[src/rtl/ball_link_pkg.sv]
// Shared constants, state encoding and frame byte mapping for the ball link transmitter.
// Optional feature: BALL_LINK_CHKSUM_EN appends an XOR checksum byte to each frame.
package ball_link_pkg;

  localparam logic [7:0] BALL_LINK_HDR = 8'hA5;

`ifdef BALL_LINK_CHKSUM_EN
  localparam int unsigned BALL_LINK_NUM_BYTES = 9;
`else
  localparam int unsigned BALL_LINK_NUM_BYTES = 8;
`endif

  localparam int unsigned BYTE_IDX_W = 4;
  localparam int unsigned UART_BIT_W = 4;

  // Bit slot positions within one 10-bit UART character.
  localparam logic [UART_BIT_W-1:0] UART_BIT_START     = 4'd0;
  localparam logic [UART_BIT_W-1:0] UART_BIT_LAST_DATA = 4'd8;
  localparam logic [UART_BIT_W-1:0] UART_BIT_STOP      = 4'd9;

  typedef enum logic [2:0] {
    ST_IDLE  = 3'd0,
    ST_START = 3'd1,
    ST_DATA  = 3'd2,
    ST_STOP  = 3'd3,
    ST_DONE  = 3'd4
  } link_state_e;

  // Ball state captured when a send is accepted.
  typedef struct packed {
    logic [9:0]  y;
    logic [7:0]  vy;
    logic [1:0]  grav;
    logic [19:0] speed;
  } ball_snap_t;

`ifdef BALL_LINK_CHKSUM_EN
  // XOR of the payload bytes; the header is not covered.
  function automatic logic [7:0] frame_checksum(input ball_snap_t s);
    frame_checksum = {s.y[9:8], 6'b0} ^ s.y[7:0] ^ s.vy ^ {6'b0, s.grav}
                   ^ s.speed[7:0] ^ s.speed[15:8] ^ {4'b0, s.speed[19:16]};
  endfunction
`endif

  // Byte at position idx of the frame built from snapshot s.
  function automatic logic [7:0] frame_byte(input ball_snap_t s,
                                            input logic [BYTE_IDX_W-1:0] idx);
    case (idx)
      4'd0:    frame_byte = BALL_LINK_HDR;
      4'd1:    frame_byte = {s.y[9:8], 6'b0};
      4'd2:    frame_byte = s.y[7:0];
      4'd3:    frame_byte = s.vy;
      4'd4:    frame_byte = {6'b0, s.grav};
      4'd5:    frame_byte = s.speed[7:0];
      4'd6:    frame_byte = s.speed[15:8];
      4'd7:    frame_byte = {4'b0, s.speed[19:16]};
`ifdef BALL_LINK_CHKSUM_EN
      4'd8:    frame_byte = frame_checksum(s);
`endif
      default: frame_byte = 8'h00;
    endcase
  endfunction

endpackage

[src/rtl/uart_byte_tx.sv]
// UART 8N1 byte serializer: start bit, 8 data bits LSB first, stop bit, each BAUD_DIV cycles.
// A start request on the last stop-bit cycle chains the next byte with no idle gap.
module uart_byte_tx
  import ball_link_pkg::*;
#(
  parameter int unsigned BAUD_DIV = 217
) (
  input  logic       clk_25MHZ,
  input  logic       reset,
  input  logic       start,
  input  logic [7:0] byte_in,
  output logic       tx,
  output logic       start_end_c,
  output logic       data_end_c,
  output logic       byte_done_c
);

  localparam int unsigned CNT_W = (BAUD_DIV > 1) ? $clog2(BAUD_DIV) : 1;
  localparam logic [CNT_W-1:0] BAUD_LAST = CNT_W'(BAUD_DIV - 1);

  logic                  running_q, running_d;
  logic [CNT_W-1:0]      baud_cnt_q, baud_cnt_d;
  logic [UART_BIT_W-1:0] bit_cnt_q, bit_cnt_d;
  logic [7:0]            shift_q, shift_d;
  logic                  tx_q, tx_d;
  logic                  baud_last_c;

  // Bit timing, slot strobes and next-bit selection.
  always_comb begin
    running_d  = running_q;
    baud_cnt_d = baud_cnt_q;
    bit_cnt_d  = bit_cnt_q;
    shift_d    = shift_q;
    tx_d       = tx_q;

    baud_last_c = running_q && (baud_cnt_q == BAUD_LAST);
    start_end_c = baud_last_c && (bit_cnt_q == UART_BIT_START);
    data_end_c  = baud_last_c && (bit_cnt_q == UART_BIT_LAST_DATA);
    byte_done_c = baud_last_c && (bit_cnt_q == UART_BIT_STOP);

    if (start) begin
      running_d  = 1'b1;
      baud_cnt_d = '0;
      bit_cnt_d  = UART_BIT_START;
      shift_d    = byte_in;
      tx_d       = 1'b0;
    end else if (running_q) begin
      if (baud_last_c) begin
        baud_cnt_d = '0;
        if (bit_cnt_q == UART_BIT_STOP) begin
          running_d = 1'b0;
          bit_cnt_d = UART_BIT_START;
          tx_d      = 1'b1;
        end else begin
          bit_cnt_d = bit_cnt_q + UART_BIT_W'(1);
          if (bit_cnt_q < UART_BIT_LAST_DATA) begin
            tx_d    = shift_q[0];
            shift_d = {1'b0, shift_q[7:1]};
          end else begin
            tx_d = 1'b1;
          end
        end
      end else begin
        baud_cnt_d = baud_cnt_q + CNT_W'(1);
      end
    end
  end

  // Serializer state; the line idles high out of reset.
  always_ff @(posedge clk_25MHZ or posedge reset) begin
    if (reset) begin
      running_q  <= 1'b0;
      baud_cnt_q <= '0;
      bit_cnt_q  <= '0;
      shift_q    <= '0;
      tx_q       <= 1'b1;
    end else begin
      running_q  <= running_d;
      baud_cnt_q <= baud_cnt_d;
      bit_cnt_q  <= bit_cnt_d;
      shift_q    <= shift_d;
      tx_q       <= tx_d;
    end
  end

  assign tx = tx_q;

endmodule

[src/rtl/ball_link_tx.sv]
// Ball state frame transmitter: on a trigger rise, snapshots the ball inputs and sends
// header + payload bytes over UART 8N1 to the peer board.
// Optional feature: BALL_LINK_CHKSUM_EN adds a trailing XOR checksum byte.
module ball_link_tx
  import ball_link_pkg::*;
#(
  parameter int unsigned BAUD_DIV = 217
) (
  input  logic        clk_25MHZ,
  input  logic        reset,
  input  logic        ball_send_trigger,
  input  logic [9:0]  ball_y,
  input  logic [7:0]  ball_vy,
  input  logic [1:0]  gravity_counter,
  input  logic [7:0]  ball_speed_reg0,
  input  logic [7:0]  ball_speed_reg1,
  input  logic [3:0]  ball_speed_reg2,
  output logic        tx,
  output logic        busy,
  output logic        tx_done,
  output logic [7:0]  frame_cnt
);

  localparam logic [BYTE_IDX_W-1:0] LAST_IDX = BYTE_IDX_W'(BALL_LINK_NUM_BYTES - 1);

  link_state_e           state_q, state_d;
  logic                  trig_cur_q, trig_cur_d;
  logic                  trig_prev_q, trig_prev_d;
  logic [BYTE_IDX_W-1:0] byte_idx_q, byte_idx_d;
  ball_snap_t            snap_q, snap_d;
  logic                  busy_q, busy_d;
  logic                  tx_done_q, tx_done_d;
  logic [7:0]            frame_cnt_q, frame_cnt_d;

  logic                  rise_c;
  logic                  ser_start_c;
  logic [7:0]            ser_byte_c;
  logic [BYTE_IDX_W-1:0] next_idx_c;
  logic                  start_end_c;
  logic                  data_end_c;
  logic                  byte_done_c;
  logic                  ser_tx;

  uart_byte_tx #(
    .BAUD_DIV (BAUD_DIV)
  ) u_uart_byte_tx (
    .clk_25MHZ   (clk_25MHZ),
    .reset       (reset),
    .start       (ser_start_c),
    .byte_in     (ser_byte_c),
    .tx          (ser_tx),
    .start_end_c (start_end_c),
    .data_end_c  (data_end_c),
    .byte_done_c (byte_done_c)
  );

  // Frame sequencer: edge detect, snapshot, byte stepping and completion bookkeeping.
  always_comb begin
    state_d     = state_q;
    trig_cur_d  = ball_send_trigger;
    trig_prev_d = trig_cur_q;
    byte_idx_d  = byte_idx_q;
    snap_d      = snap_q;
    frame_cnt_d = frame_cnt_q;
    ser_start_c = 1'b0;
    ser_byte_c  = 8'h00;

    rise_c     = trig_cur_q && !trig_prev_q;
    next_idx_c = byte_idx_q + BYTE_IDX_W'(1);

    case (state_q)
      ST_IDLE: begin
        if (rise_c) begin
          state_d      = ST_START;
          byte_idx_d   = '0;
          snap_d.y     = ball_y;
          snap_d.vy    = ball_vy;
          snap_d.grav  = gravity_counter;
          snap_d.speed = {ball_speed_reg2, ball_speed_reg1, ball_speed_reg0};
          ser_start_c  = 1'b1;
          ser_byte_c   = BALL_LINK_HDR;
        end
      end
      ST_START: begin
        if (start_end_c) state_d = ST_DATA;
      end
      ST_DATA: begin
        if (data_end_c) state_d = ST_STOP;
      end
      ST_STOP: begin
        if (byte_done_c) begin
          if (byte_idx_q == LAST_IDX) begin
            state_d     = ST_DONE;
            frame_cnt_d = frame_cnt_q + 8'd1;
          end else begin
            state_d     = ST_START;
            byte_idx_d  = next_idx_c;
            ser_start_c = 1'b1;
            ser_byte_c  = frame_byte(snap_q, next_idx_c);
          end
        end
      end
      ST_DONE: begin
        state_d = ST_IDLE;
      end
      default: begin
        state_d = ST_IDLE;
      end
    endcase

    busy_d    = (state_d != ST_IDLE);
    tx_done_d = (state_d == ST_DONE);
  end

  // Sequencer state and registered status outputs.
  always_ff @(posedge clk_25MHZ or posedge reset) begin
    if (reset) begin
      state_q     <= ST_IDLE;
      trig_cur_q  <= 1'b0;
      trig_prev_q <= 1'b0;
      byte_idx_q  <= '0;
      snap_q      <= '0;
      busy_q      <= 1'b0;
      tx_done_q   <= 1'b0;
      frame_cnt_q <= 8'd0;
    end else begin
      state_q     <= state_d;
      trig_cur_q  <= trig_cur_d;
      trig_prev_q <= trig_prev_d;
      byte_idx_q  <= byte_idx_d;
      snap_q      <= snap_d;
      busy_q      <= busy_d;
      tx_done_q   <= tx_done_d;
      frame_cnt_q <= frame_cnt_d;
    end
  end

  assign tx        = ser_tx;
  assign busy      = busy_q;
  assign tx_done   = tx_done_q;
  assign frame_cnt = frame_cnt_q;

endmodule

[config.mk]
export PLATFORM = sky130hd
export DESIGN_NAME = ball_link_tx
export DESIGN_NICKNAME = d
export VERILOG_FILES = /design/src/rtl/ball_link_pkg.sv /design/src/rtl/uart_byte_tx.sv /design/src/rtl/ball_link_tx.sv
export SDC_FILE = /design/constraint.sdc
export NUM_CORES = 1
export LEC_CHECK = 0
export ABC_AREA = 1
export CORE_MARGIN = 4
export CORE_UTILIZATION = 35
export CTS_CLUSTER_SIZE = 20
export DETAILED_ROUTE_END_ITERATION = 12
export HOLD_SLACK_MARGIN = 0.03
export PLACE_DENSITY = 0.61
export REMOVE_ABC_BUFFERS = 1
export SLEW_MARGIN = 20
export SYNTH_ARGS = -nofsm -noshare
export SYNTH_HDL_FRONTEND = slang
export SYNTH_HIERARCHICAL = 1
export SYNTH_SLANG_ARGS = --single-unit
export TNS_END_PERCENT = 10
[constraint.sdc]
create_clock -name clk_25MHZ -period 5 [get_ports clk_25MHZ]
set_clock_uncertainty 0.05 [all_clocks]
set_input_delay 1 -clock clk_25MHZ [delete_from_list [all_inputs] [get_ports clk_25MHZ]]
set_output_delay 1 -clock clk_25MHZ [all_outputs]
set_load 0.02 [all_outputs]
; ---- Yosys cells after proc, flatten, opt, wreduce, memory -nomap -nowiden
; Cells that the tools add are included.
[classes]
n_eq_ne = 19
n_reduce_logical = 19
n_mux = 40
n_shift = 0
multipliers = 0
addsub = 4
bitwise = 0
div = 0
magnitude_cmp = 1
[ops]
columns = op, n
row1 = $mux 8, 11
row2 = $pmux 8 s8, 1
row3 = $mux 4, 7
row4 = $eq 4x3->1 const B, 5
row5 = $add 8x1->8 const B, 2
row6 = $pmux 8 s2, 1
row7 = $mux 3, 5
row8 = $mux 1, 12
row9 = $pmux 3 s4, 1
row10 = $add 4x1->4 const B, 2
row11 = $eq 4x2->1 const B, 2
row12 = $eq 4x4->1 const B, 2
row13 = $eq 8x8->1 const B, 1
row14 = $logic_not 4->1, 2
row15 = $ne 2x2->1 const B, 4
row16 = $pmux 4 s2, 1
row17 = $reduce_and 4->1, 2
row18 = $reduce_bool 2->1, 4
row19 = $eq 3x2->1 const B, 2
row20 = $logic_and 1x1->1, 5
row21 = $eq 4x1->1 const B, 1
row22 = $lt 4x4->1 const B, 1
row23 = $reduce_and 2->1, 2
row24 = $eq 3x1->1 const B, 1
row25 = other kinds (6), 6
[totals]
latchBits = 0
reg_bits = 81
wordCells = 99
ramBits = 0
memories = 0
rom_bits = 0

; ---- Longest topological paths before layout
; Gate-level depths: netlist of the first run.
[depth]
ltp_word = 7
depth_mapped = 17
mapped_depth_nobuf = 17

; ---- Cells and area by module
; Netlist of the first run, hierarchy kept.
[modules_own_cells]
columns = module, area_each_um2, instances, cells_each
row1 = ball_link_tx, 2922.8, 1, 374
row2 = uart_byte_tx, 1270.0, 1, 174

; ---- Worst setup path before layout of the first run
; OpenSTA, ideal clock, no wires.
[synth_timing]
path_kind = register to register
from = register u_uart_byte_tx.baud_cnt_q[0]
to = register u_uart_byte_tx.bit_cnt_q[3]
required_time_ps = 4823
path_slack_ps = 2828
arrival_time_ps = 1996
path_buffers = 2
path_stages_with_launch = 16
cell_sequence = dfrtp_1 inv_1 ha_1 nand2_1 nor2_1 nand2_1 nor2_1 nand3_2 nand2_1 buf_4 inv_1 buf_4 nand2_1 inv_1 nand3_1 o21ai_0
[synth_between]
elab_chain_len = 7
[synth_lines]
columns = item, line_no
row1 = "start, declared", uart_byte_tx.sv:22  ; logic [CNT_W-1:0] baud_cnt_q, baud_cnt_d;
row2 = "start signal, assigned", uart_byte_tx.sv:79  ; baud_cnt_q <= baud_cnt_d;
row3 = $eq 8x8->1 *, uart_byte_tx.sv:36  ; baud_last_c = running_q && (baud_cnt_q == BAUD_LAST);
row4 = $logic_and 1x1->1 *, uart_byte_tx.sv:36
row5 = $logic_and 1x1->1 *, uart_byte_tx.sv:39  ; byte_done_c = baud_last_c && (bit_cnt_q == UART_BIT_STOP);
row6 = net byte_done_c, ball_link_tx.sv:41  ; logic byte_done_c;
row7 = $mux 1 *, ball_link_tx.sv:91  ; if (byte_done_c) begin
row8 = $pmux 1 s2 *, ball_link_tx.sv:71  ; case (state_q)
row9 = net ser_start_c, ball_link_tx.sv:36  ; logic ser_start_c;
row10 = $reduce_bool 2->1 (no source line), -
row11 = $reduce_and 2->1 (no source line), -
row12 = "end signal, assigned", uart_byte_tx.sv:80  ; bit_cnt_q <= bit_cnt_d;
row13 = "end, declared", uart_byte_tx.sv:23  ; logic [UART_BIT_W-1:0] bit_cnt_q, bit_cnt_d;
; Mark *: on every way through the listed nets, which the timed path passes. The rest lies on a longest branch.
; A chain may end at the register's enable or synchronous reset.

; ---- Worst setup path in the final report of the first run
[layout_timing]
from = register u_uart_byte_tx.baud_cnt_q[0]
to = register u_uart_byte_tx.baud_cnt_q[1]
[layout_between]
elab_chain_len = 6
[layout_lines]
columns = item, line_no
row1 = $eq 8x8->1 *, uart_byte_tx.sv:36
row2 = $logic_and 1x1->1 *, uart_byte_tx.sv:36
row3 = $logic_and 1x1->1 *, uart_byte_tx.sv:39
row4 = net byte_done_c, ball_link_tx.sv:41
row5 = $mux 1 *, ball_link_tx.sv:91
row6 = $pmux 1 s2 *, ball_link_tx.sv:71
row7 = net ser_start_c, ball_link_tx.sv:36
row8 = $mux 8 or $reduce_bool 2->1 (tied branches), -
; Mark *: on every way through the listed nets, which the timed path passes. The rest lies on a longest branch. The select of a mux whose other input is x is not followed.

==> metrics.yaml, run 1 <==
die-area_um2: 13800
max_slew.worst_pin.slew_ns: 0.867
port_buffer_count: 53
yosys_most_used_dff: "dfrtp_1"
cp_num_cells: 13
cp.arrival_ns: 3.01
drv_slew: 0
swShare_pct: 28.8
cts_hold_buf: 0
ctsResizeCount: 0
p_leak_nw: 2.55
setup_total_negative_slack_ns: 0
rows: 39
cts_setup_buffers: 0
path_max_fanout: 21
worst_min_delay_path_category: "flop to flop"
post-synth-top-count-cell: "nand2_1"
clock_power_share_pct: 32.7
p_comb_share_pct: 17.0
clockBufferDepth: 2
postLayoutSetupSlackWorst_ns: 2.16
grt_start_max_net_pins: 45
rsz0062_at_grt: "no"
floorplan.initialDensity_pct: 36.3
detail_route.drc_violations: 0
run_status: "finished, final reports clean"
detailroute.via_count: 3506
boundaryPins: 54
finalSetupViolations: 0
clkLatencyLatePin_ns: 0.33
layout-drive-gt1-share_pct: 6.68
path_cells: "inv_1 -> ha_1 -> nand2_1 -> nor2_1 -> nand2_1 -> nor2_1 -> nand3_2 -> nand2_1 -> inv_1 -> nand2_4 -> nor2_1 -> nand2_1 -> nand2_1"
hold_depth: 0
timing.reg2reg.worst_path_depth: 13
coreArea_um2: 11600
report.final.hold_viol_count: 0
areaGrowthSynthToFinish_pct: 21.2
crit_type: "flop to flop"
avgSynthCellArea_um2: 7.65
critical_path.top_delay_family: "simple AND/OR/NAND/NOR gates"
netlist.area_leader.share_pct: 47.7
totalWireLength_mm: 9.42
critPathCaptureType: "flop"
power_report.internal_total_mw: 1.27
cts_sinks: 81
post-dp-hpwl_mm: 6.75
drtPass1Iterations: 4
crit_buf_inv: 2
total_switching_power_mw: 0.514
fin_nets: 649
met1_length_mm: 4.68
grt_pass1_vias: 3478
cts.clk_slew.worst_paths_ns: 0.06
global_route.usage.total_pct: 14.3
first_iter_violations: 174
yosysWarningCount: 6
clk_root_buffer_cell: "clkbuf_16"
crit_path_start_kind: "flop"
tritoncts: "built"
antenna_found_initial: 0
synth_cell_type_count: 31
htree_num_levels: 3
wl_met3_um: 290
grt_overflow: 0
total_power_mw: 1.78
drt-vias-per-instance: 4.73
max_stage_delay_ns: 0.42
synth.cells.most_frequent: "235 x nand2_1, 80 x dfrtp_1, 39 x nand3_1, 38 x inv_1, 37 x nor2_1"
met2_length_mm: 4.35
synth_enable_flop_cells: 0
fmax_mhz: 352
synthesis.area_um2: 4190
post_synth_main_area_contributors: "dfrtp_1 48%, nand2_1 21%, nand3_1 4.7%"
critical_path.slowest_cell: "dfrtp_1"
synth.largest_area_cell: "dfrtp_1"
final.min_clock_period_ns: 2.84
uppermost_metal_layer_occupied_by_signal_nets: "met4"
max-vdd-ir-drop_v: 0.000218
max_slew_margin_pct: 42.1
antennaDiodeCount: 0
period_share_pct: 56.8
detailedPlace.worstSlack_ns: 2.20
seq_area_frac_synth_pct: 48.4
drv_cap: 0
required_ns: 5.17
wire_length_of_the_first_global_routing_pass_mm: 16.3
globalplace.congestion: 0.825
fp.dieH_um: 117
asyncSetResetFlopFracSynth_pct: 100
wl_per_cell_um: 12.7
power-per-cell-area_nw_per_um2: 351
antenna_violating_nets_post_route: 0
netlist_instances: 548
cts_made_buffers: 9
path_common_cell: "nand2_1"
share_seq_of_total_power_pct: 50.3
dieWidth_um: 117
synth_seq_cells: 81
layout by cell type, fill, tap and decap left out, types with 2 or more instances in the layout:
cell type,netlist,final
clkbuf_16,0,9
a21oi_1,2,2
clkdlybuf4s50_1,0,53
nand3_1,39,39
dfrtp_1,80,80
nand2_2,3,3
inv_2,7,8
o21ai_1,7,7
nor3_1,5,5
xor2_1,5,5
buf_4,2,2
nand4_1,21,21
xnor2_1,5,5
o211ai_1,5,5
inv_1,38,37
nor3_2,3,3
ha_1,11,11
o22ai_1,2,2
nand2_1,235,235
o21ai_0,11,11
clkinv_2,0,4
nor4_1,2,2
nor2_2,4,4
nor2_1,37,37
flip-flops by register name, indices dropped and copies added, names as in the netlist:
signal	cells
u_uart_byte_tx/running_q	1
snap_q	40
byte_idx_q	4
u_uart_byte_tx/shift_q	8
u_uart_byte_tx/bit_cnt_q	4
tx_done	1
u_uart_byte_tx/tx	1
busy	1
u_uart_byte_tx/baud_cnt_q	8
frame_cnt	8
state_q	3
trig_prev_q	1
trig_cur_q	1
logic make-up (layout without fill, tap and decap cells):
logic type / after synthesis / after routing / share of synthesized area [%]
AO/OA/AOI/OAI: 28 / 28 / 3.85
flip-flops: 81 / 81 / 48.4
XOR/XNOR: 10 / 10 / 2.09
AND/OR/NAND/NOR: 354 / 354 / 36.0
adder cells (fa/ha/maj): 11 / 11 / 3.28
buffers and inverters: 64 / 115 / 6.39
area by class of cell:
type / count / area, um^2
Fill cell: 1174 / 6480
Sequential cell: 81 / 2030
Multi-Input combinational cell: 403 / 1900
Timing Repair Buffer: 55 / 546
Clock buffer: 9 / 225
Tap cell: 143 / 179
Inverter: 45 / 169
Clock inverter: 6 / 36.3
worst paths after layout:
path	end	slack, ns	from
worst max-delay path	u_uart_byte_tx/baud_cnt_q[1]	2.16	u_uart_byte_tx/baud_cnt_q[0]
max in group asynchronous	snap_q[30]	2.95	reset
worst min register to register	trig_prev_q	0.33	trig_cur_q
min in group asynchronous	trig_cur_q	1.15	reset
worst min-delay path	trig_prev_q	0.33	trig_cur_q
worst max register to register	u_uart_byte_tx/baud_cnt_q[1]	2.16	u_uart_byte_tx/baud_cnt_q[0]
worst reg2reg max path, cell delays in order (launching register included):
cell and delay (ns):
dfrtp_1 0.42, inv_1 0.09, ha_1 0.14, nand2_1 0.06, nor2_1 0.14, nand2_1 0.09
nor2_1 0.23, nand3_2 0.19, nand2_1 0.38, inv_1 0.42, nand2_4 0.31, nor2_1 0.11
nand2_1 0.07, nand2_1 0.04
through the flow:
stage,utilization (%),cell area [um^2],hold slack [ns],instances
5_1_grt,43.9,5080,0.341,742
6_report,43.9,5080,0.328,742
4_1_cts,43.9,5080,0.332,742
3_3_place_gp,41.7,4820,0.308,727
2_1_floorplan,-,4090,0.304,529
3_5_place_dp,41.7,4820,0.318,727
power groups by stage:
stage          Combinational (mW)  Clock, mW  Sequential, mW
4_1_cts                     0.308      0.609           0.896
2_1_floorplan               0.213          0           0.884
6_report                    0.303      0.583           0.897
3_5_place_dp                0.307          0           0.906
5_1_grt                     0.353      0.639           0.915
3_3_place_gp                0.293          0           0.901
routing by layer:
metal | vias up | global-route usage [%]
met5 | - | 0
li1 | 1825 | -
met1 | 1614 | 19.6
met2 | 58 | 22.5
met4 | 0 | 3.74
met3 | 9 | 3.56
Note: power is estimated with default switching activity, not from simulation.
==> run 2, diff against run 1 <==
==> constraint.sdc (replaced) <==
create_clock -name clk_25MHZ -period 2.95 [get_ports clk_25MHZ]
set_clock_uncertainty 0.05 [all_clocks]
set_input_delay 0.59 -clock clk_25MHZ [delete_from_list [all_inputs] [get_ports clk_25MHZ]]
set_output_delay 0.59 -clock clk_25MHZ [all_outputs]
set_load 0.02 [all_outputs]
==> run 2 against run 1 <==
Effect of this change:
- sequential share of layout area is 0.79 points lower
- clock power is 120% higher
- combinational power increased by 70%
- non-clock buffer count increased by 2
- power rose by 86%
- critical path type unchanged
- largest cell class unchanged
==> metrics.yaml, run 2 (same netlist as run 1, synthesis figures left out) <==
run_status: "finished, final reports clean"
worst_min_delay_path_category: "flop to flop"
totalWireLength_mm: 9.43  # +0.13%
die-area_um2: 13800  # unchanged
cp.arrival_ns: 2.77  # -0.24 ns
rows: 39  # unchanged
post-dp-hpwl_mm: 6.89  # +2.1%
fin_nets: 651  # +0.31%
layout_common_cells: "235 x nand2_1, 80 x dfrtp_1, 53 x clkdlybuf4s50_1"
p_leak_nw: 2.60  # +1.9%
drt-vias-per-instance: 4.77  # +1.0%
detailroute.via_count: 3556  # +1.4%
period_share_pct: 86.2  # +29 points
critPathCaptureType: "flop"
report.final.hold_viol_count: 0  # unchanged
antenna_violating_nets_post_route: 0  # unchanged
wire_length_of_the_first_global_routing_pass_mm: 16.7  # +2.0%
first_iter_violations: 217  # +25%
antennaDiodeCount: 0  # unchanged
grt_start_max_net_pins: 45  # unchanged
cts_sinks: 81  # unchanged
port_buffer_count: 53  # unchanged
detail_route.drc_violations: 0  # unchanged
crit_type: "flop to flop"
clockBufferDepth: 2  # unchanged
layout-drive-gt1-share_pct: 6.81  # +0.13 points
globalplace.congestion: 0.828  # +0.36%
dieWidth_um: 117  # unchanged
fmax_mhz: 393  # +12%
cts_setup_buffers: 0  # unchanged
setup_total_negative_slack_ns: 0  # unchanged
layout.cells.most_common: "nand2_1"
tritoncts: "built"
rsz0062_at_grt: "no"
coreArea_um2: 11600  # unchanged
drv_slew: 0  # unchanged
floorplan.initialDensity_pct: 36.3  # unchanged
max_slew.worst_pin.slew_ns: 0.893  # +0.0258 ns
largest_register_ffs: 40  # unchanged
ctsResizeCount: 0  # unchanged
final.min_clock_period_ns: 2.54  # -0.299 ns
htree_num_levels: 3  # unchanged
total_power_mw: 3.31  # +86%
path_max_fanout: 15  # -29%
wl_per_cell_um: 12.7  # -0.28%
required_ns: 3.17  # -2.00 ns
grt_pass1_vias: 3566  # +2.5%
boundaryPins: 54  # unchanged
cts.clk_slew.worst_paths_ns: 0.06  # about the same
fp.dieH_um: 117  # unchanged
cts_hold_buf: 0  # unchanged
cts_made_buffers: 9  # unchanged
power-per-cell-area_nw_per_um2: 639  # +82%
clkLatencyLatePin_ns: 0.34  # about the same
antenna_found_initial: 0  # unchanged
grt_overflow: 0  # unchanged
crit_path_start_kind: "flop"
finalSetupViolations: 0  # unchanged
clk_root_buffer_cell: "clkbuf_16"
global_route.usage.total_pct: 14.4  # +0.12 points
areaGrowthSynthToFinish_pct: 23.6
max_slew_margin_pct: 40.4  # -1.7 points
max-vdd-ir-drop_v: 0.000452  # +110%
registers.top_by_ff_count: "snap_q"
drtPass1Iterations: 4  # unchanged
drv_cap: 0  # unchanged
-- run 2: final cells by class --
type,count,area [um^2]
Multi-Input combinational cell,403,1900
Sequential cell,81,2030
Tap cell,143,179
Fill cell,1133,6380
Inverter,45,169
Timing Repair Buffer,57,573
Clock buffer,11,233
Clock inverter,5,104
-- run 2: power by group --
part / leakage (nW) / switching (mW) / internal [mW]
clock: 0.164 / 0.447 / 0.829
sequential: 1.03 / 0.161 / 1.36
combinational: 1.40 / 0.282 / 0.232
-- run 2: final timing paths --
kind                                from                      endpoint  slack (ns)  cells after the start
max                        byte_idx_q[0]     u_uart_byte_tx/shift_q[4]        0.41                     15
min                           trig_cur_q                   trig_prev_q        0.32                      0
max reg2reg                byte_idx_q[0]     u_uart_byte_tx/shift_q[4]        0.41                     15
min reg2reg                   trig_cur_q                   trig_prev_q        0.32                      0
max in group asynchronous          reset  u_uart_byte_tx/baud_cnt_q[0]        1.52                      2
min in group asynchronous          reset                       tx_done        0.62                      2
-- run 2: metrics by stage --
stage                     hold slack, ns  std cells  area [um^2]  worst slack (ns)  utilization [%]
after floorplan                    0.304        529         4090             0.296                -
after global placement             0.310        729         4850             0.498             41.9
after detailed placement           0.313        729         4850             0.479             41.9
after CTS                          0.326        745         5180             0.423             44.8
after global routing               0.355        745         5180            0.0953             44.8
final                              0.325        745         5180             0.406             44.8
-- run 2: worst max-delay path: stages, from the launching register on --
cell	delay [ns]
dfrtp_1	0.47
ha_1	0.23
inv_1	0.05
nand2_1	0.07
nand2_1	0.27
inv_2	0.32
nand2_1	0.12
nor2_1	0.25
nand2_1	0.10
o21ai_0	0.10
nor2_1	0.08
nor2_1	0.09
nand2_1	0.06
nand2_1	0.06
nand3_1	0.07
nand2_1	0.08
-- run 2: metal layers --
| metal | global-route usage, % | wire, um |
|---|---|---|
| met1 | 19.1 | 4430 |
| met2 | 23.5 | 4480 |
| met3 | 2.64 | 377 |
| met4 | 5.35 | 145 |
| met5 | 0 | 0 |
